## config.mk

```make
export PLATFORM = sky130hd
export DESIGN_NAME = meas_filter
export DESIGN_NICKNAME = d
export VERILOG_FILES = /design/src/rtl/meas_filter.sv
export SDC_FILE = /design/constraint.sdc
export NUM_CORES = 1
export LEC_CHECK = 0
export ABC_AREA = 1
export BUFFER_PORTS_ARGS = -buffer_cell sky130_fd_sc_hd__buf_2
export CORE_AREA = 4 4 96 98
export CTS_CLUSTER_DIAMETER = 30
export DETAILED_ROUTE_END_ITERATION = 10
export DIE_AREA = 0 0 100 102
export GPL_ROUTABILITY_DRIVEN = 0
export PLACE_DENSITY_LB_ADDON = 0.05
export SLEW_MARGIN = 10
export SYNTH_ARGS = -nofsm -noshare
export SYNTH_HDL_FRONTEND = slang
export SYNTH_SLANG_ARGS = --single-unit
```

## constraint.sdc

```tcl
create_clock -name clk_sys -period 3.6 [get_ports clk_sys]
set_input_delay 0.72 -clock clk_sys [delete_from_list [all_inputs] [get_ports clk_sys]]
set_output_delay 0.72 -clock clk_sys [all_outputs]
set_load 0.01 [all_outputs]
```

## src/rtl/meas_filter.sv

```systemverilog
// Qualifies ultrasonic echo-width samples, averages the last 2^AVG_LOG2 good ones, and exposes status on the fx bus.
// Define MEAS_FILTER_EN to build the ring-buffer averager; otherwise dist_avg follows each good sample.
module meas_filter #(
  parameter int unsigned AVG_LOG2  = 2,
  parameter logic [15:0] MAX_US    = 16'd23200,
  parameter logic [21:0] BASE_ADDR = 22'h000100
) (
  input  logic        clk_sys,
  input  logic        rst_n,
  input  logic        done_measure,
  input  logic        err_measure,
  input  logic [15:0] data_measure,
  output logic [15:0] dist_avg,
  output logic        avg_vld,
  input  logic        fx_rd,
  input  logic [21:0] fx_raddr,
  output logic [7:0]  fx_q
);

  localparam int unsigned DEPTH = 1 << AVG_LOG2;
  localparam int unsigned SW    = 16 + AVG_LOG2;
  localparam int unsigned FW    = AVG_LOG2 + 1;

  typedef enum logic [1:0] {S_IDLE, S_UPD, S_OUT} state_t;

  state_t      state, nxt_state;
  logic [15:0] smp;
  logic        pend_vld, pend_err;
  logic [15:0] pend_data;
  logic        ovr;
  logic [7:0]  smp_cnt, err_cnt, shadow;

  logic        try_c, try_err_c, bad_c, good_c;
  logic [15:0] try_data_c;
  logic        pop_c, push_c, drop_c;
  logic        full_c, upd_vld_c;
  logic [15:0] upd_val_c;

  // Next state plus sample source selection (live input or pending slot)
  always_comb begin
    nxt_state  = state;
    try_c      = 1'b0;
    try_data_c = data_measure;
    try_err_c  = err_measure;
    pop_c      = 1'b0;
    push_c     = 1'b0;
    drop_c     = 1'b0;
    case (state)
      S_IDLE: begin
        if (pend_vld) begin
          try_c      = 1'b1;
          pop_c      = 1'b1;
          try_data_c = pend_data;
          try_err_c  = pend_err;
          push_c     = done_measure;
        end else begin
          try_c = done_measure;
        end
      end
      S_UPD: begin
        nxt_state = S_OUT;
        push_c    = done_measure && !pend_vld;
        drop_c    = done_measure && pend_vld;
      end
      S_OUT: begin
        nxt_state = S_IDLE;
        push_c    = done_measure && !pend_vld;
        drop_c    = done_measure && pend_vld;
        if (pend_vld) begin
          try_c      = 1'b1;
          pop_c      = 1'b1;
          try_data_c = pend_data;
          try_err_c  = pend_err;
        end
      end
      default: nxt_state = S_IDLE;
    endcase
    bad_c  = try_c && (try_err_c || (try_data_c == 16'd0) || (try_data_c > MAX_US));
    good_c = try_c && !bad_c;
    if (good_c) nxt_state = S_UPD;
  end

  always_ff @(posedge clk_sys or negedge rst_n) begin
    if (!rst_n) state <= S_IDLE;
    else        state <= nxt_state;
  end

`ifdef MEAS_FILTER_EN
  logic [15:0]         ring [DEPTH];
  logic [SW-1:0]       sum, sum_nxt_c;
  logic [AVG_LOG2-1:0] wp;
  logic [FW-1:0]       fill, fill_nxt_c;

  always_comb begin
    sum_nxt_c  = sum - SW'(ring[wp]) + SW'(smp);
    fill_nxt_c = (fill == FW'(DEPTH)) ? fill : fill + FW'(1);
    full_c     = (fill == FW'(DEPTH));
    upd_vld_c  = (state == S_UPD) && (fill_nxt_c == FW'(DEPTH));
    upd_val_c  = 16'(sum_nxt_c >> AVG_LOG2);
  end

  always_ff @(posedge clk_sys or negedge rst_n) begin
    if (!rst_n) begin
      sum  <= '0;
      wp   <= '0;
      fill <= '0;
      for (int i = 0; i < int'(DEPTH); i++) ring[i] <= '0;
    end else if (state == S_UPD) begin
      sum      <= sum_nxt_c;
      ring[wp] <= smp;
      wp       <= wp + AVG_LOG2'(1);
      fill     <= fill_nxt_c;
    end
  end
`else
  logic seen;

  always_comb begin
    full_c    = seen;
    upd_vld_c = (state == S_UPD);
    upd_val_c = smp;
  end

  always_ff @(posedge clk_sys or negedge rst_n) begin
    if (!rst_n)                seen <= 1'b0;
    else if (state == S_UPD)   seen <= 1'b1;
  end
`endif

  logic [21:0] off_c;
  logic [8:0]  err_sum_c;
  logic [7:0]  status_c;

  always_comb begin
    off_c     = fx_raddr - BASE_ADDR;
    err_sum_c = 9'(err_cnt) + 9'(bad_c) + 9'(err_measure && !done_measure);
    status_c  = {5'b0, ovr, full_c, state != S_IDLE};
  end

  // Sample latch, pending slot, counters and output registers
  always_ff @(posedge clk_sys or negedge rst_n) begin
    if (!rst_n) begin
      smp       <= '0;
      pend_vld  <= 1'b0;
      pend_err  <= 1'b0;
      pend_data <= '0;
      ovr       <= 1'b0;
      smp_cnt   <= '0;
      err_cnt   <= '0;
      dist_avg  <= '0;
      avg_vld   <= 1'b0;
    end else begin
      if (good_c) smp <= try_data_c;
      if (push_c) begin
        pend_vld  <= 1'b1;
        pend_data <= data_measure;
        pend_err  <= err_measure;
      end else if (pop_c) begin
        pend_vld <= 1'b0;
      end
      if (fx_rd && off_c == 22'd4) ovr <= 1'b0;
      if (drop_c) ovr <= 1'b1;
      if (state == S_OUT && smp_cnt != 8'hFF) smp_cnt <= smp_cnt + 8'd1;
      err_cnt <= (err_sum_c > 9'h0FF) ? 8'hFF : err_sum_c[7:0];
      avg_vld <= upd_vld_c;
      if (upd_vld_c) dist_avg <= upd_val_c;
    end
  end

  // fx read port; reading the low byte freezes the high byte for a coherent pair
  always_ff @(posedge clk_sys or negedge rst_n) begin
    if (!rst_n) begin
      fx_q   <= '0;
      shadow <= '0;
    end else if (fx_rd) begin
      case (off_c)
        22'd0: begin
          fx_q   <= dist_avg[7:0];
          shadow <= dist_avg[15:8];
        end
        22'd1:   fx_q <= shadow;
        22'd2:   fx_q <= smp_cnt;
        22'd3:   fx_q <= err_cnt;
        22'd4:   fx_q <= status_c;
        default: fx_q <= 8'h00;
      endcase
    end
  end

endmodule

```

Word level (Yosys, flattened, before mapping)

Cells that the tools add are included.

Add/sub/neg operators: 4
$lt $le $gt $ge: 2
Equality and inequality tests: 8
Multiplexer cells: 19
Reductions and logical operators: 21

Operators by type and width:

| operator                | count |
|---|---|
| $eq A22 B2 Y1 const B   | 2 |
| $pmux W8 S5             | 1 |
| $mux W16                | 2 |
| $eq A22 B1 Y1 const B   | 1 |
| $eq A22 B3 Y1 const B   | 1 |
| $logic_not A22 Y1       | 1 |
| $sub A22 B9 Y22 const B | 1 |
| $gt A16 B15 Y1 const B  | 1 |
| $logic_not A16 Y1       | 1 |
| $mux W1                 | 11 |
| $add A8 B1 Y9           | 1 |
| $add A9 B1 Y9           | 1 |
| $gt A9 B8 Y1 const B    | 1 |
| $add A8 B1 Y8 const B   | 1 |
| $mux W8                 | 1 |
| $ne A8 B8 Y1 const B    | 1 |
| $logic_and A1 B1 Y1     | 7 |
| $reduce_bool A2 Y1      | 3 |
| $pmux W1 S2             | 2 |
| $pmux W2 S2             | 1 |
| $reduce_or A2 Y1        | 2 |
| $logic_not A1 Y1        | 3 |
| $eq A2 B1 Y1 const B    | 1 |
| $eq A2 B2 Y1 const B    | 1 |
| other kinds (5)         | 6 |

Flip-flop bits (word level): 87
Bits of input ports: 43
Output and inout bits: 25
Word-level logic and storage cells: 67

Logic depth before layout (Yosys ltp)

Gate-level depths: netlist (run 1).

Word-level depth: 11
Mapped depth: 24
Mapped depth without buffers: 23

Worst setup path after synthesis (run 1)

No wires, ideal clock.

Path type: register to register
From: reg state[1]
To: reg err_cnt[7]
Setup time: 0.125 ns
Data arrival time: 2.884 ns
Data required time: 3.475 ns
Setup slack: 0.591 ns
Stages on the path, launching flop included: 24
Path buffers: 1
Period minus slack after synthesis: 3.009 ns
Cells stage by stage: dfrtp_1 > inv_1 > ha_1 > inv_2 > nand2_4 > nand2_4 > buf_6 > o21ai_2 > nand2_1 > nor2_2 > inv_1 > nor2_2 > nand2_1 > nand2_2 > a21boi_0 > fa_1 > ha_1 > nand2_1 > nor2_1 > inv_1 > nor2_1 > nand2_1 > nand2_1 > mux2_2

Word-level cells in the longest chain between the ends: 11
Elaborated cells on any way between the ends: 15
Classes of those cells: add/sub (2); order compare (2); eq/ne (1); mux (4); reduce/logical (6)

RTL lines:

| what                                                                   | RTL line | source |
|---|---|---|
| from (decl)                                                            | 26       | `state_t state, nxt_state;` |
| from (signal assigned)                                                 | 85       | `else state <= nxt_state;` |
| parallel branches: the longest is 6 deep, another holds $gt A16 B15 Y1 | -        |  |
| $logic_and A1 B1 Y1 *                                                  | 78       | `bad_c = try_c && (try_err_c \|\| (try_data_c == 16'd0) \|\| (try_data_c > MAX_US));` |
| $add A8 B1 Y9 *                                                        | 136      | `err_sum_c = 9'(err_cnt) + 9'(bad_c) + 9'(err_measure && !done_measure);` |
| $add A9 B1 Y9 *                                                        | 136      |  |
| $gt A9 B8 Y1                                                           | 164      | `err_cnt <= (err_sum_c > 9'h0FF) ? 8'hFF : err_sum_c[7:0];` |
| $mux W8 *                                                              | 164      |  |
| to (signal assigned)                                                   | 164      |  |
| to (decl)                                                              | 31       | `logic [7:0] smp_cnt, err_cnt, shadow;` |

Every way passes the cells marked *.
A chain may end at the register's enable or synchronous reset.

Worst setup path after layout (run 1)

Ends and elaborated chain as after synthesis.

==> reports/metrics.yaml, run 1 <==
floorplan:
  initial_core_util_pct: 55.7
  die_w_um: 100
  fp.dieArea_um2: 10200
  core_area_um2: 8470
  num_io_pins: 68
  die_y_um: 102
  rows: 34
sta:
  min_period_ps: 3280
  min_period_over_period_pct: 91.2
  timing.setup.tns_ps: 0
  clock.fmax_mhz: 305
  finalHoldViolCount: 0
  skew_ps: 10.2
  finalWorstSetupSlack_ps: 318
  worst_pin_slew_ps: 1080
  maxSlewViolCount: 0
  slew_headroom_pct: 28.1
  finalSetupViolCount: 0
grt:
  top_usage_layer: "met2"
  globalRouteMet2Util_pct: 36.8
  antenna_found_initial: 0
  first_global_vias: 3699
  grt_max_degree: 88
  met1_usage_pct: 27.6
  grt_overflow_total: 0
  grt_pass1_wl_um: 17400
  grt_util_all_layers_pct: 21.3
  grtUsageMet3_pct: 2.73
worst_setup_path:
  critical_path.slowest_cell: "dfrtp_1"
  start_kind: "flip-flop"
  endpoint_kind: "flip-flop"
  worstPathCellList: "inv_1 > ha_4 > inv_2 > nand2_4 > nand2_8 > nand2_1 > nand2_1 > nand2_2 > nor2_2 > and2_1 > nand2_1 > nand2_2 > a21boi_2 > fa_1 > ha_1 > nand2_1 > nor2_1 > inv_1 > nor2_1 > nand2_1 > nand2_1 > mux2_2"
  path_common_cell: "nand2_1"
  critPathMaxFanout: 25
  crit_type: "flip-flop to flip-flop"
  cpPeakStageDelay_ps: 440
  arrival_ps: 3530
  required_ps: 3850
place:
  dp.cells: 732
  port_buffers: 67
  pre_cts_slack_ps: -13.9
  dp_hpwl_um: 7660
routing:
  drtAntennaViolNets: 0
  vias: 3896
  first_pass_iters: 4
  wl_um: 10500
  drc: 0
  post_drt_via_cell_ratio: 5.19
  drt_iter0_drc: 121
  wl_per_cell_um: 14.1
cells_and_area:
  area_growth_pct: 13.6
  regArea_um2: 2180
  multi_input_area_um2: 2200
  final_cells: 750
  fillCellCount: 745
  post-route-util_pct: 63.3
  antenna_cells: 0
  drive_above_1_share_pct: 25.2
  finalNetCount: 687
clock_tree:
  cts_max_level: 3
  path_clk_slew_ps: 90
  cts_tree: "done"
  clk_latency_ps: 360
  cts_sinks: 87
  root_buffer: "clkbuf_8"
  clockBufferDepth: 2
  ctsHoldBuffers: 0
  numCtsBuffers: 9
power:
  clock_power_share_pct: 19.5
  p_seq_share_pct: 39.2
  pwr_density_cell_nw_per_um2: 756
  p_comb_share_pct: 41.3
  swShare_pct: 41.1
  cellLeakagePower_nw: 2.72
  power_mw: 4.05
  peakVddDrop_uv: 505
  p_int_mw: 2.39
  p_sw_mw: 1.66
status:
  status: "completed"
min_path:
  hp-class: "flip-flop to flip-flop"
job:
  maxCapViolations: 0
logic_synthesis:
  synth_compound_area_share_pct: 9.52
  synth_cell_types: 36
  synthFlopType: "dfrtp_1"
  synth_fp_nets: 623
  synth-seq-cells: 87
  synth-simple-area-share_pct: 29.5
  syn-instance-count: 573
  synth_area_per_cell_um2: 8.24
  synth_edf_count: 0
  synth-seq-area-share_pct: 46.1
  synth-adder-area-share_pct: 2.01
  yosys.area_share.xor_xnor_pct: 1.30
  yosysWarnings: 0
  mappedNetlistArea_um2: 4720
  synth_top_family_by_area: "simple AND/OR/NAND/NOR gates"
  synthMuxAreaShare_pct: 3.58
  ys_async_sr_fraction_pct: 100
==> sequential cells by signal (all words and copies together), names as in the netlist, 2 cells and up <==
signal     cells
state          2
pend_data     16
smp_cnt        8
smp           16
fx_q           8
dist_avg      16
shadow         8
err_cnt        8
==> cells in the mapped netlist, types with 7 or more instances <==
library cell,number,area [µm²]
clkbuf_1,7,26.3
nor2_1,56,210
nand4_1,37,231
buf_6,7,78.8
nand3_1,24,120
o21ai_2,25,219
mux2_2,15,169
nand2_2,15,93.8
nor2_2,7,43.8
dfrtp_1,87,2180
nand2_1,153,574
inv_1,62,233
o21ai_0,28,140
==> cell families after synthesis <==
group / Yosys count
flops: 87
buf+inv: 85
mux: 15
compound gates: 69
fa+ha+maj: 7
xor+xnor: 7
simple gates: 303
==> stage by stage <==
step | area (µm²) | hold slack [ps]
finish | 5360 | 484
global route | 5360 | 508
CTS | 5320 | 488
detailed placement | 5080 | 466
global placement | 5080 | 449
floorplan | 4720 | 424
==> what timing repair did <==
item | 4_1_cts | 5_1_grt
gates cloned | 0 | 1
endpoints found under the hold margin | 0 | 0
gates resized for setup | 2 | 6
pin swaps | 0 | 1
setup endpoints to repair | 5 | 8
setup buffers | 0 | 1
==> layout by cell type (no fill, tap or decap), types with 15 or more instances in the layout <==
cell type,n
nor2_1,55
buf_2,66
nand4_1,37
o21ai_0,27
nand2_1,153
inv_1,62
dfrtp_1,87
o21ai_2,25
nand3_1,24
nand2_2,15
mux2_2,15
==> power groups by stage <==
stage / sequential (mW) / combinational, mW / clock (mW)
floorplan: 1.57 / 1.30 / 0
global placement: 1.59 / 1.58 / 0
detailed placement: 1.60 / 1.62 / 0
CTS: 1.58 / 1.64 / 0.805
global route: 1.63 / 1.92 / 0.848
finish: 1.59 / 1.67 / 0.789
==> path summary, 6_finish.rpt <==
path / slack, ps / start / depth (start not counted) / to
min reg2reg: 480 / shadow[2]$_DFFE_PN0P_ / 2 / shadow[2]$_DFFE_PN0P_
min in group asynchronous: 560 / rst_n / 1 / shadow[6]$_DFFE_PN0P_
max reg2reg: 320 / state[1]$_DFFE_PN0P_ / 22 / err_cnt[7]$_DFF_PN0_
max: 320 / state[1]$_DFFE_PN0P_ / 22 / err_cnt[7]$_DFF_PN0_
min: 480 / shadow[2]$_DFFE_PN0P_ / 2 / shadow[2]$_DFFE_PN0P_
max in group asynchronous: 2360 / rst_n / 1 / pend_data[5]$_DFFE_PN0P_
==> routing by layer <==
metal | up-vias | share of wire (%) | wire length [µm]
met5 | - | 0 | 0
met4 | 0 | 2.1 | 223
met3 | 19 | 4.8 | 501
met2 | 92 | 48 | 5100
met1 | 1807 | 45 | 4720
li1 | 1978 | - | -
==> layout make-up <==
type	instances	area share (%)
flip-flops and latches	87	40.6
clock buffers	12	2.89
clock inverters	4	1.45
inverters	67	4.69
multi-input cells	402	41.1
well taps	108	2.52
repair buffers	70	6.72
==> critical path: cells and delay by family (launching register included) <==
family / cells / cell delay [ps]
AO/OA/AOI/OAI: 1 / 80
buffers and inverters: 3 / 270
multiplexers: 1 / 250
adder cells (fa/ha/maj): 3 / 810
AND/OR/NAND/NOR: 14 / 1300
flip-flops: 1 / 440
(Power assumes the default switching activity.)
==> inputs of run 2 (changes only) <==
--- a/config.mk
+++ b/config.mk
@@ -5,13 +5,13 @@
 export SDC_FILE = /design/constraint.sdc
 export NUM_CORES = 1
 export LEC_CHECK = 0
-export ABC_AREA = 1
 export BUFFER_PORTS_ARGS = -buffer_cell sky130_fd_sc_hd__buf_2
-export CORE_AREA = 4 4 96 98
+export CORE_AREA = 4 4 92 94
 export CTS_CLUSTER_DIAMETER = 30
 export DETAILED_ROUTE_END_ITERATION = 10
-export DIE_AREA = 0 0 100 102
+export DIE_AREA = 0 0 96 98
 export GPL_ROUTABILITY_DRIVEN = 0
+export HOLD_SLACK_MARGIN = 0.02
 export PLACE_DENSITY_LB_ADDON = 0.05
 export SLEW_MARGIN = 10
 export SYNTH_ARGS = -nofsm -noshare
==> run 2 against run 1 <==
Effect of this change: combinational power down 25%; setup slack better by 110 ps; global-route usage is 0.44 points lower; cell count fell by 27%; count of clock-buffer cells in the layout unchanged; maximum frequency grew 3.6%; critical path depth shrank 11; design area down 7.5%; die area down 7.8%; via count shrank 20%; synthesized area is 9.7% lower; highest routed layer unchanged.
==> reports/metrics.yaml, run 2 <==
routing:
  wl_um: 9290
  drtAntennaViolNets: 0
  vias: 3102
  post_drt_via_cell_ratio: 5.63
  first_pass_iters: 4
  drt_iter0_drc: 117
  drc: 0
  wl_per_cell_um: 16.9
logic_synthesis:
  synth_area_per_cell_um2: 11.5
  synth_area_leaders: "dfrtp_1, mux2_2, nand2_1, mux2_4, mux4_2"
  synthFlopType: "dfrtp_1"
  yosysWarnings: 0
  yosys.area.top_type: "dfrtp_1"
  synth_top_cell_area_share_pct: 51.1
  mappedNetlistArea_um2: 4260
  ys_async_sr_fraction_pct: 100
  synth-seq-area-share_pct: 51.1
  synth_edf_count: 0
  synth.most_common_cell: "dfrtp_1"
  synth_cell_types: 47
  syn-instance-count: 371
  synth-seq-cells: 87
  synth_commonest_cells: "dfrtp_1, nand2_1, mux2_2, inv_1, nand3_1"
  synth_fp_nets: 421
sta:
  min_period_over_period_pct: 88.0
  finalWorstSetupSlack_ps: 432
  timing.setup.tns_ps: 0
  maxSlewViolCount: 0
  hold_ws_ps: 476
  min_period_ps: 3170
  rsz0062_at_grt: "no"
  finalSetupViolCount: 0
  slew_headroom_pct: 28.7
  skew_ps: 10.7
  worst_pin_slew_ps: 1070
  finalHoldViolCount: 0
  clock.fmax_mhz: 316
min_path:
  min_path_cells: 1
  hp-class: "flip-flop to flip-flop"
  worstHoldStart: "full_c$_DFFE_PN0P_"
  holdPathEnd: "full_c$_DFFE_PN0P_"
cells_and_area:
  area_growth_pct: 16.2
  reg.largest.list: "dist_avg (16), pend_data (16), smp (16)"
  mostFrequentLayoutCells: "dfrtp_1, buf_2, nand2_1, mux2_2, inv_1"
  drive_above_1_share_pct: 35.4
  antenna_cells: 0
  final_area_um2: 4960
  finalNetCount: 494
  final_common_cell: "dfrtp_1"
clock_tree:
  ctsHoldBuffers: 0
  post-cts-setup-buffers: 0
  path_clk_slew_ps: 90
  cts_tree: "done"
  root_buffer: "clkbuf_8"
  cts_resized: 0
  cts_sinks: 87
  clockBufferDepth: 2
  numCtsBuffers: 9
  cts_max_level: 3
  clk_latency_ps: 370
status:
  status: "completed"
worst_setup_path:
  start_kind: "flip-flop"
  required_ps: 3860
  endpoint_kind: "flip-flop"
  rr_worst_depth: 11
  timing.rr.end: "err_cnt[0]$_DFF_PN0_"
  arrival_ps: 3420
  critPathMaxFanout: 13
  reg2reg_slack_ps: 430
  crit_type: "flip-flop to flip-flop"
  rr_startpoint: "state[0]$_DFFE_PN0P_"
floorplan:
  die_y_um: 98
  rows: 32
  die_w_um: 96
  fp.dieArea_um2: 9410
  initial_core_util_pct: 55.8
  core_area_um2: 7650
  num_io_pins: 68
grt:
  first_global_vias: 3071
  antenna_found_initial: 0
  grt_pass1_wl_um: 15000
  grt_overflow_total: 0
  grt_util_all_layers_pct: 20.9
  grt_max_degree: 88
power:
  cellLeakagePower_nw: 2.40
  power_mw: 3.69
  pwr_density_cell_nw_per_um2: 745
  peakVddDrop_uv: 342
place:
  port_buffers: 67
  dp_hpwl_um: 6860
  placed_area_um2: 4720
  pre_cts_slack_ps: 453
job:
  maxCapViolations: 0
[run 2: through the flow]
stage	instances	utilization [%]
3_5_place_dp	535	61.8
4_1_cts	551	64.8
3_3_place_gp	535	61.8
6_report	551	64.8
5_1_grt	551	64.8
2_1_floorplan	371	-
[run 2: worst max-delay path, cell delays in order, from the launching register on]
cell	delay, ps
dfrtp_1	380
inv_1	90
ha_1	280
o21a_1	360
and3_1	230
a32oi_1	360
o311a_1	250
a21oi_1	60
fa_1	450
ha_1	280
nand4_1	240
nand2b_1	90
[run 2: where the power goes]
group / switching (mW) / internal, mW
clock network: 0.356 / 0.432
logic: 0.575 / 0.672
registers: 0.329 / 1.33
[run 2: routing by layer]
layer / vias to the layer above / share of wire, % / track usage (%)
li1: 1477 / - / -
met1: 1522 / 46 / 28.5
met2: 90 / 47 / 32.9
met3: 13 / 5.7 / 4.39
met4: 0 / 1.5 / 7.22
met5: - / 0 / 0
[run 2: cell families after synthesis]
| family | share of synthesized area, % |
|---|---|
| muxes | 19.2 |
| AOI/OAI and AO/OA | 7.89 |
| adders and majority gates | 2.23 |
| DFF | 51.1 |
| and+or+nand+nor | 14.2 |
| buffers and inverters | 2.96 |
| xor gates and xnor gates | 2.46 |
[run 2: how the worst max path moves through the flow]
stage / from / slack [ps] / end / cells past startpoint
2_1_floorplan: state[0]$_DFFE_PN0P_ / 850 / err_cnt[4]$_DFF_PN0_ / 12
5_1_grt: state[1]$_DFFE_PN0P_ / 180 / err_cnt[0]$_DFF_PN0_ / 11
3_3_place_gp: state[0]$_DFFE_PN0P_ / 540 / err_cnt[4]$_DFF_PN0_ / 12
3_5_place_dp: state[0]$_DFFE_PN0P_ / 450 / err_cnt[4]$_DFF_PN0_ / 12
6_report: state[0]$_DFFE_PN0P_ / 430 / err_cnt[0]$_DFF_PN0_ / 11
4_1_cts: state[0]$_DFFE_PN0P_ / 450 / err_cnt[4]$_DFF_PN0_ / 12
[run 2: final cells by class]
| cell class | instances | area [µm²] |
|---|---|---|
| multi-input combinational | 254 | 1970 |
| clock inverter | 4 | 76.3 |
| timing repair buffer | 73 | 383 |
| inverter | 19 | 71.3 |
| clock buffer | 12 | 155 |
| tap | 102 | 128 |
| sequential | 87 | 2180 |
| fill | 630 | 2690 |
